`src/rtl/p_to_s_pkg.sv`:
```
// Shared definitions for the p_to_s parallel-to-serial converter.
//   state_t    : shifter state (IDLE = no serial output, SHIFT = word on the wire)
//   cnt_width  : width of the bit counter for a given word width
package p_to_s_pkg;

   typedef enum logic {
      IDLE  = 1'b0,
      SHIFT = 1'b1
   } state_t;

   // Bit counter spans 0..width-1; never narrower than one bit.
   function automatic int cnt_width(input int width);
      return (width <= 2) ? 1 : $clog2(width);
   endfunction

endpackage

```
`src/rtl/p_to_s.sv`:
```
// p_to_s: parallel-to-serial converter with a one-word holding register.
// Accepts WIDTH-bit words on a valid/ready handshake and emits them one bit
// per cycle on a serial valid/ready stream with a last-bit marker. The holding
// register lets the next word be taken while the current one shifts out, so
// back-to-back words stream without idle cycles.
//
// Parameters
//   WIDTH     : word width in bits (>= 2)
//   LSB_FIRST : 1 = bit 0 sent first, 0 = bit WIDTH-1 sent first
// Ports
//   clk      in   clock, rising edge
//   rst      in   synchronous active-high reset
//   valid_a  in   parallel word valid
//   data_a   in   parallel word
//   ready_a  out  converter can accept a word (registered)
//   valid_b  out  serial bit valid (registered)
//   data_b   out  serial bit (registered)
//   last_b   out  serial bit is the final bit of its word (registered)
//   ready_b  in   downstream accepts the serial bit
module p_to_s
   import p_to_s_pkg::*;
#(
   parameter int WIDTH     = 6,
   parameter bit LSB_FIRST = 1'b1
) (
   input  logic             clk,
   input  logic             rst,
   input  logic             valid_a,
   input  logic [WIDTH-1:0] data_a,
   output logic             ready_a,
   output logic             valid_b,
   output logic             data_b,
   output logic             last_b,
   input  logic             ready_b
);

   localparam int               CNT_W    = cnt_width(WIDTH);
   localparam logic [CNT_W-1:0] LAST_CNT = CNT_W'(WIDTH - 1);

   state_t           state, state_next;
   logic [CNT_W-1:0] cnt, cnt_next;
   logic [WIDTH-1:0] word, word_next;
   logic [WIDTH-1:0] hold_data, hold_data_next;
   logic             hold_valid, hold_valid_next;
   logic             in_xfer, out_xfer;

   // Serial bit order is chosen by indexing the held word with the counter.
   function automatic logic bit_sel(input logic [WIDTH-1:0] w,
                                    input logic [CNT_W-1:0] c);
      if (LSB_FIRST)
         return w[c];
      else
         return w[LAST_CNT - c];
   endfunction

   assign valid_b  = (state == SHIFT);
   assign in_xfer  = valid_a & ready_a;
   assign out_xfer = valid_b & ready_b;

   always_comb begin
      state_next      = state;
      cnt_next        = cnt;
      word_next       = word;
      hold_data_next  = hold_data;
      hold_valid_next = hold_valid;

      unique case (state)
         IDLE: begin
            if (in_xfer) begin
               word_next  = data_a;
               cnt_next   = '0;
               state_next = SHIFT;
            end
         end

         SHIFT: begin
            if (out_xfer && (cnt == LAST_CNT)) begin
               cnt_next = '0;
               if (hold_valid) begin
                  // Hold word moves to the shifter; a same-cycle input
                  // transfer refills the holding register.
                  word_next       = hold_data;
                  hold_valid_next = 1'b0;
                  if (in_xfer) begin
                     hold_data_next  = data_a;
                     hold_valid_next = 1'b1;
                  end
               end else if (in_xfer) begin
                  word_next = data_a;
               end else begin
                  state_next = IDLE;
               end
            end else begin
               if (out_xfer)
                  cnt_next = cnt + 1'b1;
               if (in_xfer) begin
                  hold_data_next  = data_a;
                  hold_valid_next = 1'b1;
               end
            end
         end

         default: state_next = IDLE;
      endcase
   end

   // Control and registered outputs.
   always_ff @(posedge clk) begin
      if (rst) begin
         state      <= IDLE;
         cnt        <= '0;
         hold_valid <= 1'b0;
         ready_a    <= 1'b0;
         data_b     <= 1'b0;
         last_b     <= 1'b0;
      end else begin
         state      <= state_next;
         cnt        <= cnt_next;
         hold_valid <= hold_valid_next;
         ready_a    <= !hold_valid_next;
         last_b     <= (state_next == SHIFT) && (cnt_next == LAST_CNT);
         // Only a transfer can change the presented bit; otherwise hold it.
         if (in_xfer || out_xfer)
            data_b <= bit_sel(word_next, cnt_next);
      end
   end

   // Word storage carries no reset; its validity is tracked by state/hold_valid.
   always_ff @(posedge clk) begin
      word      <= word_next;
      hold_data <= hold_data_next;
   end

endmodule

```
`config.mk`:
```
export PLATFORM = sky130hd
export DESIGN_NAME = p_to_s
export DESIGN_NICKNAME = d
export VERILOG_FILES = /design/src/rtl/p_to_s_pkg.sv /design/src/rtl/p_to_s.sv
export SDC_FILE = /design/constraint.sdc
export NUM_CORES = 1
export LEC_CHECK = 0
export CORE_MARGIN = 2
export CORE_UTILIZATION = 50
export DETAILED_ROUTE_END_ITERATION = 10
export GPL_ROUTABILITY_DRIVEN = 1
export PLACE_DENSITY = 0.73
export SETUP_SLACK_MARGIN = 0.3
export SLEW_MARGIN = 0
export SYNTH_ARGS = -nofsm -noshare
export SYNTH_HDL_FRONTEND = slang
export SYNTH_SLANG_ARGS = --single-unit
```
`constraint.sdc`:
```
create_clock -name clk -period 3.06 [get_ports clk]
set_input_delay 0.306 -clock clk [delete_from_list [all_inputs] [get_ports clk]]
set_output_delay 0.306 -clock clk [all_outputs]
set_load 0.01 [all_outputs]
```
# [After elaboration in Yosys (flattened, before gate mapping)]
# Cells that the tools add are included.
[totals] out_inout_bits=4 ff_bits=20 input_bits=10 word_cells=42
[op_classes] mux=21 magnitude_cmp=1 n_eq_ne=3 reduce_logical=5 addsub=1 bitwise_logic=3
[ops] operator="$mux 6" count=6
[ops] operator="$pmux 6 s2" count=1
[ops] operator="$mux 3" count=3
[ops] operator="$mux 1" count=8
[ops] operator="$eq 3x3->1 const B" count=2
[ops] operator="$pmux 3 s2" count=1
[ops] operator="$lt 3x4->1 const B" count=1
[ops] operator="$add 3x1->3 const B" count=1
[ops] operator="$bmux 1 s3" count=1
[ops] operator="$and 1x1->1" count=2
[ops] operator="$logic_and 1x1->1" count=2
[ops] operator="$ne 2x2->1 const B" count=1
[ops] operator="$pmux 1 s2" count=1
[ops] operator="$reduce_and 2->1" count=1
[ops] operator="$logic_not 1->1" count=1
[ops] operator="$logic_or 1x1->1" count=1
[ops] operator="$not 1->1" count=1

# [Longest topological paths before layout]
[logic_depth] ltp_word=7 depth_mapped=9 mapped_depth_nobuf=8

# [Worst setup path before layout]
# OpenSTA, ideal clock, no wires.
[synth_timing] path_kind="register to register" start="reg cnt[1]" end="reg data_b" period_less_slack_ns=2.177 t_arrival_ns=2.057 required_ns=2.940 stages_incl_launch_ff=10 path_slack_ns=0.883 setup_time_ns=0.120 path_buffers=1 cell_sequence="dfxtp_1 > inv_1 > ha_1 > buf_6 > and4_2 > a22o_1 > a221o_1 > mux2_2 > a22o_1 > a211o_1"
[synth_via] elab_chain_cells=6 word_cells_on_any_way=11 cone_classes="add/sub (1); eq/ne (1); mux (8); reduce/logical (1)"
[synth_rtl] element="start: declaration" line_no="p_to_s.sv:41" source="logic [CNT_W-1:0] cnt, cnt_next;"
[synth_rtl] element="start signal: assignment" line_no="p_to_s.sv:118" source="cnt <= cnt_next;"
[synth_rtl] element="$eq 3x3->1" line_no="p_to_s.sv:77" source="if (out_xfer && (cnt == LAST_CNT)) begin"
[synth_rtl] element="$logic_and 1x1->1" line_no="p_to_s.sv:77"
[synth_rtl] element="$mux 6" line_no="p_to_s.sv:77"
[synth_rtl] element="$pmux 6 s2" line_no="p_to_s.sv:67" source="unique case (state)"
[synth_rtl] element="via word_next[0]" line_no="p_to_s.sv:42" source="logic [WIDTH-1:0] word, word_next;"
[synth_rtl] element="$bmux 1 s3" line_no="p_to_s.sv:51" source="return w[c];"
[synth_rtl] element="$mux 1 (implied by the code)" line_no="p_to_s.sv:51"
[synth_rtl] element="end signal: assignment" line_no="p_to_s.sv:124" source="data_b <= bit_sel(word_next, cnt_next);"
[synth_rtl] element="end: declaration" line_no="p_to_s.sv:32" source="output logic data_b,"
# The timed path passes the listed nets, and every way through them passes these cells. The select of a mux whose other input is x is not followed.
# A chain may end at the register's enable or synchronous reset.

# [Worst setup path in the final report]
[layout_timing] start="reg cnt[0]" end="reg data_b"
# Same word-level chain as after synthesis.

==> results.cfg <==
[layout]
drive_gt1_share_pct = 10.9
syn_to_final_growth_pct = 17.8
utilization_pct = 61.9
fin_nets = 132
final_cell_mix = 14 x dfxtp_1, 13 x clkdlybuf4s50_1, 11 x nand2_1
insertedDiodeCount = 0
final_common_cell = dfxtp_1

[synth]
seq_area_frac_synth_pct = 45.2
synthFlopType = dfxtp_1
synthMuxAreaShare_pct = 3.56
syn_inst = 106
yosys.area_share.simple_pct = 19.1
synth-xor-area-share_pct = 0
ys_seq_elements = 20
synth_compound_area_share_pct = 22.6
synth_cell_type_count = 41
synthArstFlopShare_pct = 0
synth_top_family_by_area = compound AO/OA/AOI/OAI gates
synthAdderAreaFrac_pct = 2.45
syn-cell-area_um2 = 1020
syn_area_per_cell_um2 = 9.62
yosysWarnings = 0
syn-num-nets = 118
synth_edf_count = 6

[timing]
finClkSkew_ns = 0.00703
grt_setup_unrepaired = false
period_minus_slack_ns = 2.39
drv_slew = 0
finalHoldViolCount = 0
final-setup-viol-count = 0
worstMarginPinSlew_ns = 0.570
period_share_pct = 78.2
slew_headroom_pct = 62.0
max_freq_mhz = 418
finalSetupTns_ns = 0

[flow_run]
max_cap_viol_count = 0

[route]
vias = 873
avgViaCountPerCell = 5.98
wl_per_cell_um = 15.4
drc = 0
drtAntennaViolNets = 0
drtPass1Iterations = 4
wl_um = 2250
drt_iter0_drc = 45

[critical_path]
startpoint_type = register
critPathMaxFanout = 9
worstSetupStartpoint = cnt[0]
cp_num_cells = 7
ff2ff_setup_slack_ns = 0.67
cp_slowest_cell = dfxtp_1
crit_path_max_incr_delay_ns = 0.44
crit_arrival_ns = 2.61
critical_path_buf_inv_count = 0
worst_r2r_path_depth = 7
worstSetupPathType = register to register
worstPathRequired_ns = 3.28
crit_chain = ha_1 -> nand3_2 -> a22o_1 -> a221o_1 -> mux2_2 -> a22o_1 -> a211o_1
rr_startpoint = cnt[0]
crit_path_frequent_cell = a22o_1
crit_end = data_b
path_delay_family = compound AO/OA/AOI/OAI gates
rr_endpoint = data_b
endpoint_kind = register

[cts]
path_clk_slew_ns = 0.12
cts.sink_count = 20
clockBufferDepth = 2
htree_levels = 1
cts.repair.resized = 0
root_buffer = clkbuf_4
numCtsBuffers = 3
clock_latency_ns = 0.31
cts_setup_buffers = 0
cts_hold_buffers = 0
cts_tree = yes

[floorplan]
die_area_um2 = 2420
coreArea_um2 = 1940
start_util_pct = 52.5
die_width_um = 49.2
die_y_um = 49.2
io_pins = 14
num_rows = 16

[hold_path]
hold_class = register to register

[global_routing]
grtUsageTotal_pct = 20.5
grt_max_degree = 17
grt_pass1_vias = 825
grt_pass1_wl_um = 3830
antenna_found_initial = 0
grt_overflow = 0

[pwr]
irDropWorstVdd_mv = 0.425
p_per_area_nw_per_um2 = 579
p_leak_nw = 0.483
power_mw = 0.695

[placed_design]
gp_congestion = 0.795
io_buffers = 13
place_hpwl_um = 1610

[status]
outcome = finished, final reports clean
state kept, by name (all words and copies together) (netlist names):
name / cells
ready_a: 1
valid_b: 1
hold_valid: 1
last_b: 1
hold_data: 6
data_b: 1
cnt: 3
word: 6
worst min path at each step:
stage               cells after the start    start  endpoint
finish                                  2  word[2]   word[2]
global placement                        2  word[2]   word[2]
global route                            2  word[2]   word[2]
floorplan                               1      rst   valid_b
CTS                                     2  word[2]   word[2]
detailed placement                      2  word[2]   word[2]
area by class of cell:
type,count,area [um2]
inverter,8,30.0
sequential,20,460
timing repair buffer,14,138
tap,27,33.8
fill,180,741
clock inverter,1,30.0
clock buffer,3,22.5
multi-input combinational,73,487
synthesized netlist by cell type, types with 2 or more instances:
| cell type | count | area [um2] |
|---|---|---|
| a21o_1 | 2 | 15.0 |
| a21oi_1 | 5 | 25.0 |
| a222oi_1 | 2 | 20.0 |
| a22o_1 | 3 | 26.3 |
| a22oi_1 | 2 | 15.0 |
| buf_6 | 3 | 33.8 |
| dfxtp_1 | 14 | 280 |
| edfxtp_1 | 6 | 180 |
| ha_1 | 2 | 25.0 |
| inv_1 | 8 | 30.0 |
| nand2_1 | 11 | 41.3 |
| nand3_1 | 3 | 15.0 |
| nand4_1 | 3 | 18.8 |
| nor2_1 | 7 | 26.3 |
| nor2b_1 | 5 | 31.3 |
| o21ai_0 | 4 | 20.0 |
| o22ai_1 | 2 | 12.5 |
cells by family after synthesis:
kind of cell / Yosys count
adder cells (fa/ha/maj): 2
buffers and inverters: 13
AND/OR/NAND/NOR: 37
AO/OA/AOI/OAI: 31
multiplexers: 3
flip-flops: 20
metrics by stage:
step	setup WS, ns	hold slack (ns)	cells	area [um2]
after floorplan	0.883	0.375	106	1020
after global placement	0.487	0.472	142	1150
after detailed placement	0.446	0.483	142	1150
after CTS	0.672	0.506	146	1200
after global routing	0.517	0.545	146	1200
final	0.667	0.512	146	1200
tightest hold or removal path: stages, from the launching register on:
cell and delay [ns]:
dfxtp_1 0.34, nand2_1 0.06, nand2_1 0.07
metal layers:
metal / wire length, um / track usage [%] / up-vias
li1: - / - / 423
met1: 1040 / 29.5 / 404
met2: 1030 / 30.9 / 41
met3: 142 / 3.68 / 5
met4: 35 / 7.14 / 0
met5: 0 / 0 / -
power breakdown:
group,switching [mW],internal (mW)
Clock,0.0891,0.132
Combinational,0.0683,0.0767
Sequential,0.0225,0.306
Total,0.180,0.515
(Power assumes the default switching activity.)
